[src/rtl/snake_pkg.sv]
// Shared types and constants for the snake game blocks: game mode and remote seed link.
package snake_pkg;

    typedef enum logic [1:0] {
        ModeMenu,
        ModeGame,
        ModePause,
        ModeOver
    } game_mode;

    localparam logic [7:0]  SEED_HDR     = 8'hA5;
    localparam int unsigned SEED_TIMEOUT = 75000;  // 1 ms at 75 MHz

    typedef enum logic [1:0] {
        StIdle,
        StGotHdr,
        StGotX,
        StGotY
    } seed_rx_state;

    // Payload bytes carry a 5-bit value with the top three bits clear.
    function automatic logic is_seed_byte(input logic [7:0] b);
        return b[7:5] == 3'b000;
    endfunction

    function automatic logic [7:0] seed_checksum(input logic [4:0] x, input logic [4:0] y);
        return SEED_HDR ^ {3'b000, x} ^ {3'b000, y};
    endfunction

endpackage

[src/rtl/seed_packet_rx_if.sv]
// Byte stream in, remote seed/status out, for the seed packet receiver.
interface seed_packet_rx_if;

    logic [7:0]           rx_data;
    logic                 rx_valid;
    snake_pkg::game_mode  mode;
    logic [4:0]           seed_x;
    logic [4:0]           seed_y;
    logic                 seed_valid;
    logic                 remote_start;
    logic                 frame_err;

    modport master (
        output rx_data,
        output rx_valid,
        output mode,
        input  seed_x,
        input  seed_y,
        input  seed_valid,
        input  remote_start,
        input  frame_err
    );

    modport slave (
        input  rx_data,
        input  rx_valid,
        input  mode,
        output seed_x,
        output seed_y,
        output seed_valid,
        output remote_start,
        output frame_err
    );

endinterface

[src/rtl/seed_packet_rx.sv]
// Receives 4-byte seed packets (hdr, x, y, xor checksum) from the UART and publishes
// the remote player's seeds and start flag; rejected or stalled packets pulse frame_err.
module seed_packet_rx
    import snake_pkg::*;
#(
    parameter int unsigned TIMEOUT_CYCLES = SEED_TIMEOUT
) (
    input logic             clk_75,
    input logic             rst,
    seed_packet_rx_if.slave bus
);

    localparam int unsigned     GapW    = $clog2(TIMEOUT_CYCLES + 1);
    localparam logic [GapW-1:0] GapLast = GapW'(TIMEOUT_CYCLES - 1);
    localparam logic [GapW-1:0] GapMax  = GapW'(TIMEOUT_CYCLES);

    seed_rx_state    state_q, state_d;
    logic [GapW-1:0] gap_q, gap_d;
    logic [4:0]      x_q, x_d;
    logic [4:0]      y_q, y_d;
    logic [4:0]      seed_x_q, seed_x_d;
    logic [4:0]      seed_y_q, seed_y_d;
    logic            seed_valid_q, seed_valid_d;
    logic            remote_start_q, remote_start_d;
    logic            frame_err_q, frame_err_d;
    game_mode        prev_mode_q;
    logic            accept;

    always_comb begin
        state_d        = state_q;
        gap_d          = gap_q;
        x_d            = x_q;
        y_d            = y_q;
        seed_x_d       = seed_x_q;
        seed_y_d       = seed_y_q;
        seed_valid_d   = 1'b0;
        frame_err_d    = 1'b0;
        remote_start_d = remote_start_q;
        accept         = 1'b0;

        if (prev_mode_q == ModeGame && bus.mode != ModeGame) begin
            remote_start_d = 1'b0;
        end

        // A byte always beats a coincident timeout.
        if (bus.rx_valid) begin
            gap_d = '0;
            unique case (state_q)
                StIdle: begin
                    if (bus.rx_data == SEED_HDR) begin
                        state_d = StGotHdr;
                    end
                end
                StGotHdr: begin
                    if (is_seed_byte(bus.rx_data)) begin
                        x_d     = bus.rx_data[4:0];
                        state_d = StGotX;
                    end else begin
                        frame_err_d = 1'b1;
                        state_d     = (bus.rx_data == SEED_HDR) ? StGotHdr : StIdle;
                    end
                end
                StGotX: begin
                    if (is_seed_byte(bus.rx_data)) begin
                        y_d     = bus.rx_data[4:0];
                        state_d = StGotY;
                    end else begin
                        frame_err_d = 1'b1;
                        state_d     = (bus.rx_data == SEED_HDR) ? StGotHdr : StIdle;
                    end
                end
                StGotY: begin
                    // Checksum byte is compared verbatim; 0xA5 here is data, not a header.
                    state_d = StIdle;
                    if (bus.rx_data == seed_checksum(x_q, y_q)) begin
                        accept = 1'b1;
                    end else begin
                        frame_err_d = 1'b1;
                    end
                end
                default: state_d = StIdle;
            endcase
        end else if (state_q != StIdle) begin
            if (gap_q == GapLast) begin
                state_d     = StIdle;
                gap_d       = '0;
                frame_err_d = 1'b1;
            end else if (gap_q != GapMax) begin
                gap_d = gap_q + GapW'(1);
            end
        end else begin
            gap_d = '0;
        end

        // Seeds are frozen while a game is running; the packet is dropped quietly.
        if (accept && bus.mode != ModeGame) begin
            seed_x_d       = x_q;
            seed_y_d       = y_q;
            seed_valid_d   = 1'b1;
            remote_start_d = 1'b1;
        end
    end

    always_ff @(posedge clk_75) begin
        if (rst) begin
            state_q        <= StIdle;
            gap_q          <= '0;
            x_q            <= '0;
            y_q            <= '0;
            seed_x_q       <= '0;
            seed_y_q       <= '0;
            seed_valid_q   <= 1'b0;
            remote_start_q <= 1'b0;
            frame_err_q    <= 1'b0;
            prev_mode_q    <= ModeMenu;
        end else begin
            state_q        <= state_d;
            gap_q          <= gap_d;
            x_q            <= x_d;
            y_q            <= y_d;
            seed_x_q       <= seed_x_d;
            seed_y_q       <= seed_y_d;
            seed_valid_q   <= seed_valid_d;
            remote_start_q <= remote_start_d;
            frame_err_q    <= frame_err_d;
            prev_mode_q    <= bus.mode;
        end
    end

    assign bus.seed_x       = seed_x_q;
    assign bus.seed_y       = seed_y_q;
    assign bus.seed_valid   = seed_valid_q;
    assign bus.remote_start = remote_start_q;
    assign bus.frame_err    = frame_err_q;

endmodule

[src/flat_wrapper.sv]
// flat-port wrapper written by rule: the top's interface ports become plain ports
module seed_packet_rx_flat import snake_pkg::*;
#(
    parameter int unsigned TIMEOUT_CYCLES = SEED_TIMEOUT
)
  (clk_75, rst, bus_rx_data, bus_rx_valid, bus_mode, bus_seed_x, bus_seed_y, bus_seed_valid, bus_remote_start, bus_frame_err);
  seed_packet_rx_if bus_i ();
  input logic clk_75;
  input logic rst;
  input wire logic [$bits(bus_i.rx_data)-1:0] bus_rx_data;
  input wire logic [$bits(bus_i.rx_valid)-1:0] bus_rx_valid;
  input wire logic [$bits(bus_i.mode)-1:0] bus_mode;
  output wire logic [$bits(bus_i.seed_x)-1:0] bus_seed_x;
  output wire logic [$bits(bus_i.seed_y)-1:0] bus_seed_y;
  output wire logic [$bits(bus_i.seed_valid)-1:0] bus_seed_valid;
  output wire logic [$bits(bus_i.remote_start)-1:0] bus_remote_start;
  output wire logic [$bits(bus_i.frame_err)-1:0] bus_frame_err;
  assign bus_i.rx_data = bus_rx_data;
  assign bus_i.rx_valid = bus_rx_valid;
  assign bus_i.mode = bus_mode;
  assign bus_seed_x = bus_i.seed_x;
  assign bus_seed_y = bus_i.seed_y;
  assign bus_seed_valid = bus_i.seed_valid;
  assign bus_remote_start = bus_i.remote_start;
  assign bus_frame_err = bus_i.frame_err;
  seed_packet_rx #(.TIMEOUT_CYCLES(TIMEOUT_CYCLES)) u_core (.clk_75(clk_75), .rst(rst), .bus(bus_i));
endmodule
[config.mk]
export PLATFORM = sky130hd
export DESIGN_NAME = seed_packet_rx_flat
export DESIGN_NICKNAME = d
export VERILOG_FILES = /design/src/rtl/snake_pkg.sv /design/src/rtl/seed_packet_rx_if.sv /design/src/rtl/seed_packet_rx.sv /design/src/flat_wrapper.sv
export SDC_FILE = /design/constraint.sdc
export NUM_CORES = 1
export LEC_CHECK = 0
export ABC_AREA = 1
export BUFFER_PORTS_ARGS = -buffer_cell sky130_fd_sc_hd__buf_2
export CAP_MARGIN = 25
export CORE_UTILIZATION = 30
export DETAILED_ROUTE_END_ITERATION = 8
export MAX_ROUTING_LAYER = met4
export PLACE_DENSITY = 0.47
export SYNTH_ARGS = -nofsm -noshare
export SYNTH_HDL_FRONTEND = slang
export SYNTH_SLANG_ARGS = --single-unit
[constraint.sdc]
create_clock -name clk_75 -period 2.4 [get_ports clk_75]
set_input_delay 0.24 -clock clk_75 [delete_from_list [all_inputs] [get_ports clk_75]]
set_output_delay 0.24 -clock clk_75 [all_outputs]
set_load 0.02 [all_outputs]
* Word level (Yosys, flattened, before mapping)
Cells that the tools add are included.
Word-level totals: input port bits 13, register bits after elaboration 44, word-level logic and storage cells 57, output and inout port bits 13
Operators by class: equal/unequal tests 10, add/sub/neg operators 1, multiplexer cells 20, reductions and logical operators 13, bitwise operators 3
Operator list (count):
- 17-bit by 1-bit adder with 17-bit output, second input constant | 1
- 17-bit == test, second input constant | 1
- 17-bit inequality test, second input constant | 1
- 1-bit 2-to-1 mux | 12
- 2-bit 2-to-1 mux | 6
- 3-bit AND reduction | 3
- 8-bit == test | 1
- 8-bit == test, second input constant | 1
- 2-bit case mux with 4 select lines | 1
- 2-bit nonzero test | 4
- 8-bit by 5-bit bitwise XOR with 8-bit output | 1
- 2-bit by 1-bit == test with 1-bit output, second input constant | 2
- 2-bit == test, second input constant | 2
- 2-bit NOT with 4-bit output | 1
- 4-bit OR reduction | 1
- 3-bit zero test | 1
- 3-bit by 2-bit inequality test with 1-bit output, second input constant | 1
- 1-bit logical AND | 2
- 2-bit zero test | 1
- 2-bit by 1-bit inequality test with 1-bit output, second input constant | 1
- 1-bit case mux with 2 select lines | 1
- 2-bit OR reduction | 1
- 1-bit NOT | 1

* Depth between registers and ports, before layout
Gate-level depths: netlist of the first run.
word-level depth 8, mapped depth 12, gate-level depth less buffers 12

* Worst setup path after synthesis of the first run
Ideal clock, no wire load.
path kind register -> register, start register u_core.state_q[0], end register u_core.gap_q[0], data required time 2.330 ns, setup time 0.070 ns, data arrival time 1.406 ns, clock period less this slack 1.476 ns, path buffers 1, cell stages (with the launch flop) 9, setup slack 0.924 ns, cell sequence dfxtp_1 > inv_1 > ha_1 > nor3_1 > o21ai_2 > inv_2 > buf_6 > o21ai_1 > a21oi_1
Between the ends: longest elaborated chain between the ends 3
RTL lines:
- from (decl) | RTL line seed_packet_rx.sv:17 | seed_rx_state state_q, state_d;
- from (signal assigned) | RTL line seed_packet_rx.sv:106 | state_q <= StIdle;
- from (signal assigned) | RTL line seed_packet_rx.sv:117 | state_q <= state_d;
- 2-bit nonzero test | RTL line seed_packet_rx.sv:83 | end else if (state_q != StIdle) begin
- 1-bit NOT (no source line)
- 4-bit OR reduction (no source line)
- to (signal assigned) | RTL line seed_packet_rx.sv:118 | gap_q <= gap_d;
- to (decl) | RTL line seed_packet_rx.sv:18 | logic [GapW-1:0] gap_q, gap_d;
Every way passes these cells. A chain may end at the register's enable or synchronous reset.

* Worst setup path in the final report of the first run
start register u_core.state_q[0], end register u_core.gap_q[14]
Same word-level chain as after synthesis.

==> results of run 1 <==
## routing by layer
metal	GRT usage, %	vias to the layer above	routed length (um)
li1	-	1141	-
met1	16.9	916	2530
met2	23.3	28	2330
met3	3.69	7	148
met4	4.33	0	68
met5	-	-	0
## layout make-up
type                            count  area (sq um)  share of cell area (%)
Multi-Input combinational cell    236          1170                    45.0
Sequential cell                    44           881                    33.9
Inverter                           53           199                    7.65
Timing Repair Buffer               26           133                    5.10
Tap cell                           99           124                    4.76
Clock buffer                        6          82.6                    3.18
Clock inverter                      2          10.0                   0.385
## path summary, 6_finish.rpt
kind                                                     start  depth (start not counted)  slack, ns                               end
worst max-delay path            u_core.state_q[0]$_SDFFE_PP0P_                          7       0.58     u_core.gap_q[14]$_SDFFE_PP0P_
worst min-delay path                               bus_mode[1]                          3       0.15  u_core.prev_mode_q[1]$_SDFF_PP0_
worst max register to register  u_core.state_q[0]$_SDFFE_PP0P_                          7       0.58     u_core.gap_q[14]$_SDFFE_PP0P_
worst min register to register    u_core.gap_q[9]$_SDFFE_PP0P_                          2       0.47      u_core.gap_q[9]$_SDFFE_PP0P_
## worst min-delay path, cell delays in order
cell and delay (ns):
buf_2 0.10, inv_1 0.04, nor2_1 0.03
## kinds of logic after synthesis
kind of cell | Yosys count | share of synthesized area, %
AO/OA/AOI/OAI | 56 | 13.6
XOR/XNOR | 1 | 0.382
buffers and inverters | 60 | 10.5
adder cells (fa/ha/maj) | 7 | 3.82
flip-flops | 44 | 38.4
AND/OR/NAND/NOR | 172 | 33.3
## sequential cells by signal, summed over array words and instances, names as in the netlist
register	count
u_core.bus.frame_err	1
u_core.bus.remote_start	1
u_core.bus.seed_valid	1
u_core.bus.seed_x	5
u_core.bus.seed_y	5
u_core.gap_q	17
u_core.prev_mode_q	2
u_core.state_q	2
u_core.x_q	5
u_core.y_q	5
## synth_stat cells (all sizes together)
| library cell | count | area, sq um |
|---|---|---|
| a21o | 1 | 7.51 |
| a21oi | 30 | 150 |
| a31oi | 1 | 6.26 |
| buf | 4 | 31.3 |
| clkbuf | 3 | 11.3 |
| clkinv | 1 | 3.75 |
| dfxtp | 44 | 881 |
| ha | 7 | 87.6 |
| inv | 52 | 195 |
| nand2 | 80 | 300 |
| nand3 | 20 | 100 |
| nand3b | 2 | 15.0 |
| nand4 | 17 | 106 |
| nor2 | 46 | 188 |
| nor3 | 5 | 41.3 |
| nor4 | 1 | 6.26 |
| o21a | 2 | 15.0 |
| o21ai | 22 | 133 |
| or2 | 1 | 6.26 |
| xnor2 | 1 | 8.76 |
## metrics by stage
step	area (sq um)	util, %	setup slack [ns]	cells	hold slack, ns
floorplan	2290	-	0.924	340	0.309
global placement	2510	34.2	0.697	458	0.452
detailed placement	2510	34.2	0.616	458	0.456
CTS	2600	35.5	0.567	466	0.145
global route	2600	35.5	0.465	466	0.154
finish	2600	35.5	0.582	466	0.151
## power breakdown
group	internal, mW	switching (mW)
clock	0.230	0.261
combinational	0.0427	0.0734
sequential	0.736	0.00519
total	1.01	0.340
==> results by group, run 1 <==
STA
  – Fin crit share: 75.7%
  – RSZ-0062 raised after global routing: no
  – Fin. max-slew vios: 0
  – Final-report setup violation count: 0
  – Fmax: 0.550 GHz
  – Slew @ Worst Pin: 0.679 ns
  – Setup TNS: 0 ns
  – Final Hold Viols: 0
  – Max_slew headroom: 54.7%
  – Clock skew: 0.0104 ns
  – Final min period: 1.82 ns

Routing
  – Initial DRC count: 70
  – Drt drc: 0
  – WL final: 5.07 mm
  – Final ANT Viol Nets: 0
  – Drt first pass iters: 4
  – Routed vias: 2092
  – WL/cell: 10.9 um
  – Detailed-route vias per instance: 4.49

Pwr
  – LEAKAGE: 1.12 nW
  – Power per Cell Area: 519 nW/um^2
  – Max IR drop VDD: 0.000229 V
  – Overall Power: 1.35 mW

Placed design
  – I/O Buffers: 25
  – Post-DP HPWL: 3.85 mm
  – GPL Wtd Cong: 0.799

Worst setup path
  – Critical Path RT: 2.63 ns
  – WS Path Type: flip-flop to flip-flop
  – Crit path max-delay family: compound AO/OA/AOI/OAI gates
  – Worst Path Arrival: 2.05 ns
  – Cell Chain, Critical Path: inv_1, ha_1, nor3_1, o21ai_2, inv_2, o21ai_0, a21oi_1
  – Crit end category: flip-flop
  – Worst path max stage delay: 0.39 ns
  – Crit Path Max Fanout: 11
  – Slowest stage cell on the critical path: dfxtp_1
  – CP Launch Type: flip-flop
  – Critical path buffers and inverters: 2

Outcome
  – Outcome: finished clean

Final layout
  – Final #Nets: 386
  – Layout cell share with drive strength beyond 1: 13.6%
  – Layout area overhead: 13.4%
  – Fillcell total: 798
  – Antenna Cells: 0
  – Commonest cells after routing, fill and taps aside: 80 x nand2_1, 49 x inv_1, 44 x dfxtp_1
  – Most common cell after layout, fill and taps aside: nand2_1

Global routing
  – Antenna violations before repair: 0
  – GRT Total Usage: 14.2%
  – Total gr overflow: 0
  – Vias in the first global route: 1877
  – First-pass GRT wire length: 8.40 mm
  – Largest net degree at the start of global routing: 24

Floorplanning
  – Die width: 89.4 um
  – Rows: 31
  – I/O pins: 26
  – Area of the core: 7330 sq um
  – Die area: 8000 sq um
  – Die Ht: 89.4 um
  – Initial Util: 31.3%

Logic synthesis
  – Post-synth cell types: 29
  – Synth Area per Inst: 6.75 sq um
  – Cells after Synth: 340
  – Synth Register Bits: 44
  – Synth Cell Area: 2290 sq um
  – Post-Syn Nets: 360
  – Proportion of synthesized chip area in sequential cells: 38.4%
  – Synth Warn #: 0

Clocking
  – Clock Tree Root: clkbuf_8
  – Post-CTS Resized: 0
  – Insertion delay to the later sink of the worst-skew pair: 0.30 ns
  – Register clock-pin slew on the reported worst setup and hold paths: 0.08 ns
  – TritonCTS Buffers: 5
  – Htree depth: 2
  – Clock tree from TritonCTS: done
  – Post-CTS Setup Inserts: 0
  – Hold buffer count at cts: 0
  – Clk sinks: 44
  – Max Root-Sink Buffers: 2

Worst hold path
  – Worst hold path type: input pin to flip-flop

Job
  – Max cap viols: 0
Note: power is estimated with default switching activity, not from simulation.
==> run 2, diff against run 1 <==
Settings changed: ABC_AREA 1 to 0.
Clock period 2.4 ns to 1.8 ns, I/O delays scaled along.
==> run 2 against run 1 <==
  * The run now ends with setup timing left
  * Utilization is 5.8 points higher
  * Via count is 8.8% lower
  * Clock-buffer cell count is 1 lower
  * Combinational power is 18% lower
  * First-iteration DRC count is 11% higher
  * Clock skew is 0.0025 ns higher
  * Critical path type unchanged
  * Sequential share of layout area is 3.0 points lower
  * Cell count is 15% lower
  * Flip-flop and latch count stayed put
  * Final area is 10% higher
==> results by group, run 2 <==
Clocking
  – Clk sinks: 44 (unchanged)
  – Register clock-pin slew on the reported worst setup and hold paths: 0.10 ns (+0.02 ns)
  – TritonCTS Buffers: 5 (unchanged)
  – Htree depth: 2 (unchanged)
  – Clock tree from TritonCTS: done
  – Max Root-Sink Buffers: 2 (unchanged)
  – Clock Tree Root: clkbuf_8
  – Insertion delay to the later sink of the worst-skew pair: 0.30 ns (about the same)
  – Hold buffer count at cts: 0 (unchanged)

Logic synthesis
  – Asr flop ratio synth: 0% (unchanged)
  – Most frequent cell after synthesis: dfxtp_1
  – Post-Syn Nets: 258 (-28%)
  – Yosys top cell area share: 39.9% (+1.5 points)
  – Cells after Synth: 238 (-30%)
  – Post-synth top cells: 44 x dfxtp_1, 31 x nor2_1, 16 x a21oi_1, 16 x nand4_1, 11 x mux2i_1
  – Post-synth cell types: 44 (+52%)
  – Synth Cell Area: 2210 sq um (-3.7%)
  – Primary FF master, synth: dfxtp_1
  – Synth Area per Inst: 9.28 sq um (+38%)
  – Dominant cells by area after synthesis: dfxtp_1 40%, nor2_1 5.3%, mux2i_1 5.0%
  – Synth Register Bits: 44 (unchanged)
  – Post-synth EDFFs: 0 (unchanged)
  – Proportion of synthesized chip area in sequential cells: 39.9% (+1.5 points)
  – Leading area contributor after synthesis: dfxtp_1
  – Synth Warn #: 0 (unchanged)

Routing
  – Final ANT Viol Nets: 0 (unchanged)
  – Drt drc: 0 (unchanged)
  – Initial DRC count: 78 (+11%)
  – WL final: 5.22 mm (+2.9%)
  – Drt first pass iters: 4 (unchanged)
  – Routed vias: 1908 (-8.8%)
  – WL/cell: 13.2 um (+21%)
  – Detailed-route vias per instance: 4.83 (+7.6%)

Worst setup path
  – R2r endpoint: u_core.bus.seed_y[1]$_SDFFE_PP0P_
  – Slowest stage cell on the critical path: or4_4
  – Worst path max stage delay: 0.60 ns (+0.21 ns)
  – Register-to-register setup slack: -0.02 ns (-0.60 ns)
  – Reg2Reg Launch Point: u_core.y_q[0]$_SDFFE_PP0P_
  – Worst Path Arrival: 2.01 ns (-0.04 ns)
  – Critical Path RT: 1.99 ns (-0.64 ns)
  – CP Launch Type: flip-flop
  – R2R depth: 4 (-3)
  – WS Path Type: flip-flop to flip-flop
  – Cell Chain, Critical Path: xnor3_4, or4_4, o31ai_2, a21oi_1
  – Crit end category: flip-flop
  – Crit Path Max Fanout: 6 (-5)

Final layout
  – Register with the most flip-flops: u_core.gap_q
  – Final #Nets: 318 (-18%)
  – Antenna Cells: 0 (unchanged)
  – Fin cells: 395 (-15%)
  – Layout Utilization: 41.3% (+5.8 points)
  – Commonest cells after routing, fill and taps aside: 41 x dfxtp_1, 36 x buf_4, 31 x nor2_1
  – Most common cell after layout, fill and taps aside: dfxtp_1
  – Max FFs per register: 17 (unchanged)
  – Layout area overhead: 29.9%
  – Layout cell share with drive strength beyond 1: 31.8% (+18 points)

Floorplanning
  – Initial Util: 31.8% (+0.52 points)
  – I/O pins: 26 (unchanged)
  – Rows: 30 (-3.2%)
  – Die Ht: 87.8 um (-1.8%)
  – Die area: 7710 sq um (-3.6%)
  – Die width: 87.8 um (-1.8%)
  – Area of the core: 6940 sq um (-5.3%)

Worst hold path
  – WHS Endpoint: u_core.prev_mode_q[1]$_SDFF_PP0_
  – Hold_sp: bus_mode[1]
  – Hold Crit Depth: 2 (-1)
  – Worst hold path type: input pin to flip-flop

STA
  – Fin crit share: 101% (+25 points)
  – RSZ-0062 raised after global routing: yes
  – Setup WS post-layout: -0.0196 ns (-0.602 ns)
  – Fin. max-slew vios: 0 (unchanged)
  – Final-report setup violation count: 3 (+3)
  – Final min period: 1.82 ns (+0.00175 ns)
  – Max_slew headroom: 75.0% (+20 points)
  – Final Hold Viols: 0 (unchanged)
  – Clock skew: 0.0129 ns (+0.00250 ns)
  – Fmax: 0.550 GHz (about the same)
  – Slew @ Worst Pin: 0.372 ns (-0.308 ns)

Outcome
  – Failing checks: setup timing
  – Outcome: complete, but fails checks

Pwr
  – LEAKAGE: 1.11 nW (-1.2%)
  – Max IR drop VDD: 0.000379 V (+65%)
  – Power per Cell Area: 649 nW/um^2 (+25%)

Global routing
  – Total gr overflow: 0 (unchanged)
  – Largest net degree at the start of global routing: 31 (+29%)
  – Vias in the first global route: 1771 (-5.6%)
  – GRT Total Usage: 15.4% (+1.2 points)
  – First-pass GRT wire length: 8.82 mm (+4.9%)
  – Antenna violations before repair: 0 (unchanged)

Placed design
  – I/O Buffers: 25 (unchanged)
  – GPL Wtd Cong: 0.755 (-5.4%)
  – Post-DP HPWL: 3.78 mm (-1.9%)
  – DP Cell Count: 385 (-16%)

Job
  – Max cap viols: 0 (unchanged)
-- run 2: changes by cell type after synthesis, sizes merged, moves of 13 or more --
| cell | change |
|---|---|
| inv | -42 |
| o21ai | -16 |
| nand3 | -13 |
| a21oi | -14 |
| nor2 | -15 |
| nand2 | -71 |
-- run 2: worst max-delay path, delay by kind of cell (launching register included) --
kind | cells | cell delay [ns]
DFF | 1 | 0.34
and+or+nand+nor | 1 | 0.60
xor gates and xnor gates | 1 | 0.45
AOI/OAI and AO/OA | 2 | 0.32
-- run 2: worst max path at each step --
stage | end | cells past startpoint | from
6_report | u_core.bus.seed_y[1]$_SDFFE_PP0P_ | 4 | u_core.y_q[0]$_SDFFE_PP0P_
5_1_grt | u_core.bus.seed_y[1]$_SDFFE_PP0P_ | 4 | u_core.y_q[0]$_SDFFE_PP0P_
4_1_cts | u_core.bus.seed_y[4]$_SDFFE_PP0P_ | 4 | u_core.y_q[3]$_SDFFE_PP0P_
3_5_place_dp | u_core.bus.seed_y[0]$_SDFFE_PP0P_ | 5 | bus_rx_data[0]
3_3_place_gp | u_core.bus.seed_y[0]$_SDFFE_PP0P_ | 5 | bus_rx_data[0]
2_1_floorplan | u_core.bus.seed_x[0]$_SDFFE_PP0P_ | 5 | u_core.x_q[0]$_SDFFE_PP0P_
-- run 2: layout make-up --
cell class / instances / area (sq um)
fill: 728 / 4080
multi-input combinational: 174 / 1280
sequential: 44 / 885
timing repair buffer: 63 / 427
tap: 96 / 120
clock buffer: 5 / 68.8
clock inverter: 3 / 46.3
inverter: 10 / 37.5
-- run 2: per-stage QoR --
step | hold slack, ns | power (mW) | setup TNS [ns] | setup WS, ns | instance area (sq um)
2_1_floorplan | 0.308 | 1.04 | -0.0950 | -0.0120 | 2210
3_3_place_gp | 0.414 | 1.09 | -0.0302 | -0.00867 | 2680
3_5_place_dp | 0.415 | 1.09 | -0.147 | -0.0375 | 2680
4_1_cts | 0.101 | 1.89 | -0.0709 | -0.0127 | 2820
5_1_grt | 0.124 | 1.93 | -0.458 | -0.0674 | 2870
6_report | 0.105 | 1.86 | -0.0357 | -0.0196 | 2870
-- run 2: cell families (layout without fill, tap and decap cells) --
kind of cell    after synthesis  in the layout  share of synthesized area [%]
compound gates               40             40                           11.6
xor+xnor                     17             17                           10.2
fa+ha+maj                     7              7                           3.97
buf+inv                      21             81                           4.53
flops                        44             44                           39.9
mux                          11             11                           4.99
simple gates                 98             99                           24.9
-- run 2: what timing repair did --
action	CTS	global route
pin swaps	1	5
buffers inserted	0	1
endpoints found under the setup margin	12	30
cloned	1	0
gates resized for setup	4	13
-- run 2: per-layer routing --
metal  vias to the layer above  wire length (um)  part of all wire, %  track usage [%]
met1                       887              2920                   56             23.1
met2                        35              2020                   39             19.9
li1                        980                 -                    -                -
met3                         6               206                  3.9             3.02
met4                         0                75                  1.4             5.37
met5                         -                 0                    0                -
-- run 2: where the power goes --
| part | leakage, nW | internal (mW) | switching (mW) |
|---|---|---|---|
| Sequential | 0.356 | 0.975 | 0.000558 |
| Combinational | 0.696 | 0.0425 | 0.0523 |
| Clock | 0.0548 | 0.419 | 0.372 |
| Total | 1.11 | 1.44 | 0.425 |
==> run 3, diff against run 2 <==
Settings changed: SKIP_CTS_REPAIR_TIMING set to 1.
==> run 3 against run 2 <==
  * The run still ends with setup timing left
  * Register-to-register slack about the same
  * Clock skew decreased by 0.0012 ns
  * Sequential power about the same
  * Maximum frequency increased by 0.57%
  * Sequential share of layout area about the same
  * Worst hold slack got worse by 0.00050 ns
  * Via count increased by 0.10%
  * Die area unchanged
  * Critical path depth unchanged
  * Power about the same
  * Utilization about the same
  * Clock power about the same
==> results by group, run 3 (synthesized netlist as in run 2, its figures left out) <==
Job
  – Max cap viols: 0 (unchanged)

Worst setup path
  – Worst path max stage delay: 0.61 ns (about the same)
  – Crit Path Max Fanout: 6 (unchanged)
  – R2R depth: 4 (unchanged)
  – Register-to-register setup slack: -0.009 ns (about the same)
  – Critical path buffers and inverters: 0 (unchanged)
  – Worst Path Arrival: 2.00 ns (about the same)
  – Critical Path Source: u_core.y_q[3]$_SDFFE_PP0P_
  – R2r endpoint: u_core.bus.seed_y[0]$_SDFFE_PP0P_
  – Cell Chain, Critical Path: xor3_2, or4_4, o31ai_2, a21oi_1
  – Reg2Reg Launch Point: u_core.y_q[3]$_SDFFE_PP0P_
  – Slowest stage cell on the critical path: or4_4
  – WS Path Type: flip-flop to flip-flop
  – Critical Path RT: 1.99 ns (about the same)
  – Crit path max-delay family: simple AND/OR/NAND/NOR gates
  – Crit end category: flip-flop
  – CP Launch Type: flip-flop

STA
  – Final Hold Viols: 0 (unchanged)
  – Fmax: 0.553 GHz (+0.57%)
  – Final-report setup violation count: 3 (unchanged)
  – Clock skew: 0.0117 ns (-0.00120 ns)
  – Fin crit share: 101% (-0.57 points)
  – Final min period: 1.81 ns (-0.0103 ns)
  – Max_slew headroom: 75.0% (about the same)
  – RSZ-0062 raised after global routing: yes
  – Slew @ Worst Pin: 0.372 ns (+0.000254 ns)
  – Setup WS post-layout: -0.00924 ns (+0.0103 ns)
  – Fin. max-slew vios: 0 (unchanged)

Routing
  – WL final: 5.21 mm (-0.13%)
  – WL/cell: 13.2 um (-0.13%)
  – Final ANT Viol Nets: 0 (unchanged)
  – Initial DRC count: 91 (+17%)
  – Drt first pass iters: 4 (unchanged)
  – Drt drc: 0 (unchanged)
  – Routed vias: 1910 (+0.10%)
  – Detailed-route vias per instance: 4.84 (+0.10%)

Pwr
  – Max IR drop VDD: 0.000379 V (about the same)
  – LEAKAGE: 1.11 nW (-0.12%)
  – Overall Power: 1.86 mW (about the same)
  – Power per Cell Area: 649 nW/um^2 (about the same)

Clocking
  – Max Root-Sink Buffers: 2 (unchanged)
  – Htree depth: 2 (unchanged)
  – Clock tree from TritonCTS: done
  – Insertion delay to the later sink of the worst-skew pair: 0.30 ns (about the same)
  – Register clock-pin slew on the reported worst setup and hold paths: 0.10 ns (about the same)
  – Clock Tree Root: clkbuf_8
  – Clk sinks: 44 (unchanged)
  – TritonCTS Buffers: 5 (unchanged)

Global routing
  – Antenna violations before repair: 0 (unchanged)
  – Vias in the first global route: 1762 (-0.51%)
  – First-pass GRT wire length: 8.70 mm (-1.3%)
  – Largest net degree at the start of global routing: 31 (unchanged)
  – GRT Total Usage: 15.2% (-0.21 points)
  – Total gr overflow: 0 (unchanged)

Final layout
  – Finished layout cell area: 2870 sq um (about the same)
  – Max FFs per register: 17 (unchanged)
  – Final #Nets: 318 (unchanged)
  – Antenna Cells: 0 (unchanged)
  – Layout cell share with drive strength beyond 1: 31.4% (-0.33 points)
  – Most common cell after layout, fill and taps aside: dfxtp_1
  – Commonest cells after routing, fill and taps aside: 42 x dfxtp_1, 37 x buf_4, 31 x nor2_1
  – Register with the most flip-flops: u_core.gap_q
  – Layout area overhead: 29.8% (about the same)

Floorplanning
  – Die Ht: 87.8 um (unchanged)
  – I/O pins: 26 (unchanged)
  – Area of the core: 6940 sq um (unchanged)
  – Rows: 30 (unchanged)
  – Die width: 87.8 um (unchanged)
  – Die area: 7710 sq um (unchanged)
  – Initial Util: 31.8% (unchanged)

Placed design
  – Place WS: -0.0375 ns (unchanged)
  – Post-DP HPWL: 3.78 mm (unchanged)
  – GPL Wtd Cong: 0.755 (unchanged)
  – Area after DPL: 2680 sq um (unchanged)
  – I/O Buffers: 25 (unchanged)

Outcome
  – Outcome: complete, but fails checks
  – Failing checks: setup timing

Worst hold path
  – Worst hold path type: input pin to flip-flop
  – Hold Crit Depth: 2 (unchanged)
  – Hold_sp: bus_mode[1]
  – WHS Endpoint: u_core.prev_mode_q[1]$_SDFF_PP0_
==> run 3: cell counts in the layout (fill, tap and decap cells not counted) <==
Identical to the previous run, type by type.
==> run 3: how the worst max path moves through the flow <==
stage / cells past startpoint / slack [ns] / endpoint
after floorplan: 5 / -0.01 / u_core.bus.seed_x[0]$_SDFFE_PP0P_
after global placement: 5 / -0.009 / u_core.bus.seed_y[0]$_SDFFE_PP0P_
after detailed placement: 5 / -0.04 / u_core.bus.seed_y[0]$_SDFFE_PP0P_
after CTS: 4 / -0.04 / u_core.bus.seed_y[0]$_SDFFE_PP0P_
after global routing: 4 / -0.08 / u_core.bus.seed_x[0]$_SDFFE_PP0P_
final: 4 / -0.009 / u_core.bus.seed_y[0]$_SDFFE_PP0P_
==> run 3: stage by stage <==
stage	cells	hold WS [ns]	util, %	TNS (ns)
after floorplan	238	0.308	-	-0.0950
after global placement	385	0.414	38.6	-0.0302
after detailed placement	385	0.415	38.6	-0.147
after CTS	393	0.101	40.3	-0.144
after global routing	395	0.124	41.3	-0.495
final	395	0.105	41.3	-0.0129
==> run 3: metal layers <==
layer	vias up	share of wire (%)	track usage, %
met3	6	4.9	3.02
met2	39	39	19.9
met4	0	1.4	5.37
li1	980	-	-
met1	885	55	22.5
met5	-	0	-
==> run 3: worst reg2reg max path, stage by stage, from the launching register on <==
cell and delay [ns]:
dfxtp_2 0.33, xor3_2 0.46, or4_4 0.61, o31ai_2 0.22, a21oi_1 0.08
==> run 3: final cells by class <==
class	instances	area (sq um)
Multi-Input combinational cell	174	1290
Tap cell	96	120
Inverter	10	37.5
Clock inverter	3	46.3
Fill cell	729	4080
Clock buffer	5	68.8
Timing Repair Buffer	63	423
Sequential cell	44	883
==> run 3: power breakdown <==
group          leakage, nW  internal [mW]  total [mW]  switching [mW]
Combinational        0.696         0.0416      0.0939          0.0523
Sequential           0.356          0.975       0.975        0.000559
Clock               0.0548          0.419       0.791           0.372
